$ cat src/rtl/pi_inv_stream_if.sv
// Lane-serial stream bundle for the inverse-pi block: input lanes in, reordered lanes out.
interface pi_inv_stream_if #(
  parameter int unsigned LANE_W = 64
);
  logic              in_valid;
  logic              in_ready;
  logic [LANE_W-1:0] in_data;
  logic              out_valid;
  logic              out_ready;
  logic [LANE_W-1:0] out_data;
  logic              out_last;

  modport master (
    output in_valid, in_data, out_ready,
    input  in_ready, out_valid, out_data, out_last
  );

  modport slave (
    input  in_valid, in_data, out_ready,
    output in_ready, out_valid, out_data, out_last
  );
endinterface

$ cat src/rtl/pi_inv_stream.sv
// Streaming inverse of Keccak pi: takes 25 lanes in b-order and returns them in a-order,
// using two ping-pong banks so one state fills while the other drains.
module pi_inv_stream #(
  parameter int unsigned LANE_W = 64
) (
  input  logic            clk,
  input  logic            rst,
  input  logic            flush,
  pi_inv_stream_if.slave  strm,
  output logic            busy
);
  localparam int unsigned LANES = 25;
  localparam int unsigned CNT_W = 5;
  localparam logic [CNT_W-1:0] LAST_IDX = CNT_W'(LANES - 1);

  logic [LANE_W-1:0] bank_q [2][LANES];
  logic [1:0]        full_q, full_d;
  logic              wr_bank_q, wr_bank_d;
  logic              rd_bank_q, rd_bank_d;
  logic [CNT_W-1:0]  wr_cnt_q, wr_cnt_d;
  logic [CNT_W-1:0]  rd_cnt_q, rd_cnt_d;
  logic              in_fire;
  logic              out_fire;

  // Output lane k of a state reads input lane src_idx(k): a[x][y] = b[y][(2x+3y) mod 5].
  function automatic logic [CNT_W-1:0] src_idx(input logic [CNT_W-1:0] k);
    case (k)
      5'd0:  src_idx = 5'd0;
      5'd1:  src_idx = 5'd8;
      5'd2:  src_idx = 5'd11;
      5'd3:  src_idx = 5'd19;
      5'd4:  src_idx = 5'd22;
      5'd5:  src_idx = 5'd2;
      5'd6:  src_idx = 5'd5;
      5'd7:  src_idx = 5'd13;
      5'd8:  src_idx = 5'd16;
      5'd9:  src_idx = 5'd24;
      5'd10: src_idx = 5'd4;
      5'd11: src_idx = 5'd7;
      5'd12: src_idx = 5'd10;
      5'd13: src_idx = 5'd18;
      5'd14: src_idx = 5'd21;
      5'd15: src_idx = 5'd1;
      5'd16: src_idx = 5'd9;
      5'd17: src_idx = 5'd12;
      5'd18: src_idx = 5'd15;
      5'd19: src_idx = 5'd23;
      5'd20: src_idx = 5'd3;
      5'd21: src_idx = 5'd6;
      5'd22: src_idx = 5'd14;
      5'd23: src_idx = 5'd17;
      5'd24: src_idx = 5'd20;
      default: src_idx = 5'd0;
    endcase
  endfunction

  assign strm.in_ready  = !full_q[wr_bank_q];
  assign strm.out_valid = full_q[rd_bank_q];
  assign strm.out_data  = bank_q[rd_bank_q][src_idx(rd_cnt_q)];
  assign strm.out_last  = full_q[rd_bank_q] && (rd_cnt_q == LAST_IDX);
  assign busy           = (|full_q) || (wr_cnt_q != '0);

  assign in_fire  = strm.in_valid && !full_q[wr_bank_q];
  assign out_fire = full_q[rd_bank_q] && strm.out_ready;

  // Pointer and full-flag update; flush overrides both handshakes.
  always_comb begin
    full_d    = full_q;
    wr_bank_d = wr_bank_q;
    rd_bank_d = rd_bank_q;
    wr_cnt_d  = wr_cnt_q;
    rd_cnt_d  = rd_cnt_q;
    if (flush) begin
      full_d    = '0;
      wr_bank_d = 1'b0;
      rd_bank_d = 1'b0;
      wr_cnt_d  = '0;
      rd_cnt_d  = '0;
    end else begin
      if (in_fire) begin
        if (wr_cnt_q == LAST_IDX) begin
          wr_cnt_d          = '0;
          full_d[wr_bank_q] = 1'b1;
          wr_bank_d         = !wr_bank_q;
        end else begin
          wr_cnt_d = wr_cnt_q + CNT_W'(1);
        end
      end
      if (out_fire) begin
        if (rd_cnt_q == LAST_IDX) begin
          rd_cnt_d          = '0;
          full_d[rd_bank_q] = 1'b0;
          rd_bank_d         = !rd_bank_q;
        end else begin
          rd_cnt_d = rd_cnt_q + CNT_W'(1);
        end
      end
    end
  end

  always_ff @(posedge clk or posedge rst) begin
    if (rst) begin
      full_q    <= '0;
      wr_bank_q <= 1'b0;
      rd_bank_q <= 1'b0;
      wr_cnt_q  <= '0;
      rd_cnt_q  <= '0;
    end else begin
      full_q    <= full_d;
      wr_bank_q <= wr_bank_d;
      rd_bank_q <= rd_bank_d;
      wr_cnt_q  <= wr_cnt_d;
      rd_cnt_q  <= rd_cnt_d;
    end
  end

  // Lane storage is deliberately left out of reset/flush; the full flags gate its visibility.
  always_ff @(posedge clk) begin
    if (!flush && in_fire) begin
      bank_q[wr_bank_q][wr_cnt_q] <= strm.in_data;
    end
  end
endmodule

$ cat src/flat_wrapper.sv
// flat-port wrapper written by rule: the top's interface ports become plain ports
module pi_inv_stream_flat 
#(
  parameter int unsigned LANE_W = 64
)
  (clk, rst, flush, busy, strm_in_valid, strm_in_data, strm_out_ready, strm_in_ready, strm_out_valid, strm_out_data, strm_out_last);
  pi_inv_stream_if #(.LANE_W(LANE_W)) strm_i ();
  input  logic clk;
  input  logic rst;
  input  logic flush;
  output logic busy;
  input wire logic [$bits(strm_i.in_valid)-1:0] strm_in_valid;
  input wire logic [$bits(strm_i.in_data)-1:0] strm_in_data;
  input wire logic [$bits(strm_i.out_ready)-1:0] strm_out_ready;
  output wire logic [$bits(strm_i.in_ready)-1:0] strm_in_ready;
  output wire logic [$bits(strm_i.out_valid)-1:0] strm_out_valid;
  output wire logic [$bits(strm_i.out_data)-1:0] strm_out_data;
  output wire logic [$bits(strm_i.out_last)-1:0] strm_out_last;
  assign strm_i.in_valid = strm_in_valid;
  assign strm_i.in_data = strm_in_data;
  assign strm_i.out_ready = strm_out_ready;
  assign strm_in_ready = strm_i.in_ready;
  assign strm_out_valid = strm_i.out_valid;
  assign strm_out_data = strm_i.out_data;
  assign strm_out_last = strm_i.out_last;
  pi_inv_stream #(.LANE_W(LANE_W)) u_core (.clk(clk), .rst(rst), .flush(flush), .strm(strm_i), .busy(busy));
endmodule
$ cat config.mk
export PLATFORM = sky130hd
export DESIGN_NAME = pi_inv_stream_flat
export DESIGN_NICKNAME = d
export VERILOG_FILES = /design/src/rtl/pi_inv_stream_if.sv /design/src/rtl/pi_inv_stream.sv /design/src/flat_wrapper.sv
export SDC_FILE = /design/constraint.sdc
export NUM_CORES = 2
export LEC_CHECK = 0
export CORE_MARGIN = 2
export CORE_UTILIZATION = 55
export CTS_BUF_LIST = sky130_fd_sc_hd__clkbuf_8
export DETAILED_ROUTE_END_ITERATION = 16
export PLACE_DENSITY = 0.74
export REMOVE_ABC_BUFFERS = 1
export SLEW_MARGIN = 20
export SYNTH_ARGS = -nofsm -noshare
export SYNTH_HDL_FRONTEND = slang
export SYNTH_SLANG_ARGS = --single-unit
$ cat constraint.sdc
create_clock -name clk -period 4 [get_ports clk]
set_input_delay 0.8 -clock clk [delete_from_list [all_inputs] [get_ports clk]]
set_output_delay 0.8 -clock clk [all_outputs]
set_load 0.01 [all_outputs]
# After elaboration in Yosys (flattened, before gate mapping)
# Memories as Yosys holds them, arrays and structs flattened.
# Cells that the tools add are included.
op_classes:
  add_sub_neg: 2
  order_cmp: 7
  eq_ne: 2
  n_mux: 33
  bitwise: 5
  n_reduce_logical: 20
ops:
  columns: ["operator", "count"]
  rows:
  - ["$mux 1600", 1]
  - ["$bmux 64 s5", 1]
  - ["$demux 64 s5", 1]
  - ["$mux 64", 3]
  - ["$mux 5", 6]
  - ["$mux 1", 13]
  - ["$ge 6x6->1 const B", 2]
  - ["$mux 2", 6]
  - ["$not 5->6", 2]
  - ["$add 5x1->5 const B", 2]
  - ["$eq 5x5->1 const B", 2]
  - ["$reduce_bool 2->1", 4]
  - ["$logic_and 1x1->1", 7]
  - ["$lt 6x1->1 const B", 1]
  - ["$reduce_bool 5->1", 1]
  - ["$logic_not 1->1", 4]
  - ["$lt 1x2->1 const B", 2]
  - ["$reduce_and 2->1", 2]
  - ["$and 2x2->2", 1]
  - ["$demux 1 s1", 2]
  - ["$ge 1x1->1 const B", 2]
  - ["$not 2->2", 1]
  - ["$or 2x2->2", 1]
  - ["$reduce_or 2->1", 1]
  - ["$logic_or 1x1->1", 1]
word_totals:
  register_bits: 14
  mem_bits_rw: 3200
  rom_bits: 160
  in_bits: 69
  out_inout_bits: 68
  mem_count: 2
memory_table:
  columns: ["memory", "depth", "width", "rd", "rd_clocked_by_memory_dff", "wr", "line", "text"]
  rows:
  - ["u_core.bank_q", 2, 1600, 1, 0, 1, "pi_inv_stream.sv:16", "logic [LANE_W-1:0] bank_q [2][LANES];"]
  - ["(no name shown)", 32, 5, 1, 0, 0, "pi_inv_stream.sv:27", "case (k)"]

# Depth between registers and ports, before layout
logic_depth:
  word_depth: 12
  depth_mapped: 14

# Least setup slack after synthesis
# OpenSTA, ideal clock, no wires.
synth_timing:
  kind: "input to register"
  start: "input strm_in_valid"
  end: "memory u_core.bank_q[0][192] (netlist name) (enable)"
  setup_ns: 0.487
  arrival_ns: 4.090
  path_slack_ns: -0.577
  cell_stages: 4
  path_cell_list: "nand2_1 -> nor3_1 -> nand2_1 -> nor2_1"
synth_via:
  elab_chain_len: 4
synth_lines:
  columns: ["element", "line", "text"]
  rows:
  - ["from (decl)", "flat_wrapper.sv:12", "input wire logic [$bits(strm_i.in_valid)-1:0] strm_in_valid;"]
  - ["$logic_and 1x1->1", "pi_inv_stream.sv:63", "assign in_fire = strm.in_valid && !full_q[wr_bank_q];"]
  - ["$logic_and 1x1->1", "pi_inv_stream.sv:119", "if (!flush && in_fire) begin"]
  - ["$mux 1", "pi_inv_stream.sv:119", null]
  - ["$mux 1600 (implied by the code)", "pi_inv_stream.sv:120", "bank_q[wr_bank_q][wr_cnt_q] <= strm.in_data;"]
  - ["to (decl)", "pi_inv_stream.sv:16", null]
# No other way between the ends.

# Worst setup path in the final report
layout_timing:
  start: "register u_core.rd_cnt_q[0]"
  end: "output strm_out_data[51]"
layout_via:
  elab_chain_len: 5
layout_lines:
  columns: ["element", "line", "text"]
  rows:
  - ["from (decl)", "pi_inv_stream.sv:21", "logic [CNT_W-1:0] rd_cnt_q, rd_cnt_d;"]
  - ["from (signal assigned)", "pi_inv_stream.sv:113", "rd_cnt_q <= rd_cnt_d;"]
  - ["$mem_v2 32x5", null, null]
  - ["$not 5->6 (implied by the code)", "pi_inv_stream.sv:59", "assign strm.out_data = bank_q[rd_bank_q][src_idx(rd_cnt_q)];"]
  - ["$bmux 64 s5", "pi_inv_stream.sv:59", null]
  - ["$mux 64 (implied by the code) (2 in a row)", "pi_inv_stream.sv:59", null]
  - ["to (decl)", "flat_wrapper.sv:17", "output wire logic [$bits(strm_i.out_data)-1:0] strm_out_data;"]
# No other way between the ends. The select of a mux whose other input is x is not followed.

==> impl_results.md <==
* Outcome: finished, violations left
* Failing checks: setup timing
* GRT Residual Overflow at 0
* Synthesized area at 0.124 mm^2
* Count leader, synth: edfxtp_1
* CP top delay family: buffers and inverters
* H-tree depth at 5
* Worst skew pair latency at 1.15 ns
* Yosys reg bits at 3,214
* DRC violations left at 0
* Commonest cells in the netlist: edfxtp_1 (3,200), nand2_1 (967), mux2i_1 (550)
* Wire per inst at 31.6 um
* CP required at 3.20 ns
* Peak supply drop at 0.000421 V
* Setup violations, final at 64
* Slew Limit Fails at 0
* CTS tree: yes
* Fin util at 67.8%
* Largest area contributor in the netlist: edfxtp_1
* Top-area cell type share of the netlist area at 77.4%
* Non-Filler Instances at 11,568
* Synthesis-to-finish area growth at 22.6%
* Power Density at 412 mW/mm^2
* Clk root buf: clkbuf_8
* Nets at 8,277
* CTS Buf Count at 489
* CP endpoint kind: output pin
* Cell Rows at 174
* Maximum clock insertion buffer count at 4
* Post-Syn Area per Cell at 17.6 um^2
* Worst EP arrival at 4.37 ns
* Initial Utilization at 55.3%
* Die Height at 479 um
* DRT Pass-1 Iters at 7
* Top cells by area, synth: edfxtp_1 (77%), mux4_2 (4.9%), mux2i_1 (4.4%), nand2_1 (2.9%), nand3_1 (1.0%)
* Crit path cell chain: buf_6 > ha_4 > nor4bb_4 > a221o_4 > buf_12 > buf_16 > buf_6 > mux2i_4 > o221ai_1 > a22o_1 > o41ai_4 > nand4_1 > buf_4 > buf_6
* Least-Margin Pin Slew at 0.894 ns
* Largest net degree at the start of global routing at 79
* DP Cell Count at 10,397
* Die X at 479 um
* Share of cells above drive strength 1 at 27.1%
* Crit path buf inv count at 6
* Yosys Warn Count at 0
* Rel. slew slack at 40.2%
* CP max stage delay at 0.43 ns
* RePlAce Congestion at 0.838
* Clk_skew at 0.0913 ns
* CTS sink cnt at 3,214
* Total number of vias at 76,272
* CP most frequent cell: buf_6
* Sequential share of the synthesized area at 77.7%
* Crit Path Max Fanout at 7
* Antenna violations before repair at 7
* Post-synth top flop: edfxtp_1
* WS Path Type: flop to output pin
* Fmax at 193 MHz
* Final HPWL DP at 186,000 um
* Final Cycle Share at 129%
* DRT antenna net count at 0
* Post-synth cell types at 69
* Core Area at 0.225 mm^2
* Vias per cell at 6.59
* Final wirelength at 366,000 um
* Vias in the first global route at 74,777
* Dpl cell area at 0.136 mm^2
* Slowest CP cell: dfrtp_1
* Global Route Usage Sum at 30.2%
* Final WS setup at -1.17 ns
* Number of port buffers at 136
* Clk slew on worst S/H paths at 0.06 ns
* Fin. Hold Viols at 0
* Gate count after technology mapping at 7,040
* Die ar. at 0.230 mm^2
* Hold_buf cts at 0
* Static Leak at 48.8 nW
* EDFF count, synth at 3,200
* Global-route wire length before repair at 503,000 um
* Placement Setup Slack at -0.647 ns
* Drt first-iter violations at 11,873
* RSZ-0062 raised after global routing: yes
* Final instance area at 0.152 mm^2
* Worst Hold Slack at 0.151 ns
* Ports at 137
* Startpoint Class: flop
* Tmin final at 5.17 ns
* Post-synth ARST share at 0.436%
* Hold Crit Class: input port to asynchronous set/reset pin
* Total of max-cap violations at 0
## metal layers
layer | wire length [um] | GRT usage, %
met1 | 129000 | 40.7
met2 | 172000 | 47.7
met3 | 46200 | 7.10
met4 | 18700 | 12.7
met5 | 17 | 0
## layout by cell type, fill, tap and decap left out, drive strengths merged, types with 35 or more instances in the layout
cell and count:
o2111ai 39, o41ai 35, inv 168, mux2i 550
a32oi 125, nand3 252, nand2 967, and3 100
nand4b 55, nand4 119, edfxtp 3200, a31oi 121
clkdlybuf4s50 71, o21ai 53, a22o 35, mux4 269
o221ai 73, clkbuf 523, buf 1003, a21oi 130
clkinv 201, o211ai 76, nor2 108, o22ai 55
## sequential cells by signal, summed over array words and instances (netlist names)
| register | cells |
|---|---|
| u_core.full_q | 2 |
| u_core.wr_cnt_q | 5 |
| u_core.wr_bank_q | 1 |
| u_core.bank_q | 3200 |
| u_core.rd_bank_q | 1 |
| u_core.rd_cnt_q | 5 |
## worst register-to-register path, stage by stage (launching register included)
cell and delay, ns:
dfrtp_1 0.39, mux2i_1 0.51, nand2_1 0.20, nor3_1 0.49, nand2_1 0.10, buf_4 0.22
nor2_4 0.59, buf_12 0.30
## timing repair
item	CTS	global route
pin swaps	251	199
cloned	53	26
setup endpoints to repair	66	65
setup buffers	138	108
resized for setup	752	308
## report_power, final
| part | switching [mW] | leakage [nW] | internal, mW |
|---|---|---|---|
| Clock | 12.5 | 4.99 | 12.2 |
| Combinational | 0.676 | 14.9 | 0.218 |
| Sequential | 0.0194 | 29.0 | 37.1 |
| Total | 13.2 | 48.8 | 49.5 |
## logic make-up after synthesis
family	synth area share, %
DFF	77.7
and+or+nand+nor	6.10
AOI/OAI and AO/OA	5.04
muxes	9.33
buffers and inverters	1.67
adders and majority gates	0.141
xor gates and xnor gates	0.0212
## metrics by stage
step	power [mW]	TNS, ns
2_1_floorplan	38.0	-4189.57
3_3_place_gp	38.7	-20.61
3_5_place_dp	38.7	-24.07
4_1_cts	62.7	-62.80
5_1_grt	64.3	-68.66
6_report	62.7	-64.92
## final timing paths
path,end,slack [ns],cells after the start,from
max in group asynchronous,u_core.rd_cnt_q[2],3.37,2,rst
max,strm_out_data[51],-1.17,14,u_core.rd_cnt_q[0]
min in group clk,u_core.wr_cnt_q[1],0.43,2,flush
max reg2reg,u_core.bank_q[0][252],0.78,7,u_core.wr_bank_q
min,u_core.wr_bank_q,0.15,2,rst
min reg2reg,u_core.full_q[1],0.61,2,u_core.full_q[1]
## area by class of cell
cell class	instances	area [um^2]
inverter	11	46.3
fill	13512	72500
timing repair buffer	1118	14500
clock buffer	496	6830
sequential	3214	96500
multi-input combinational	3360	28800
tap	2992	3740
antenna	4	10.0
clock inverter	373	1830
(Power assumes the default switching activity.)
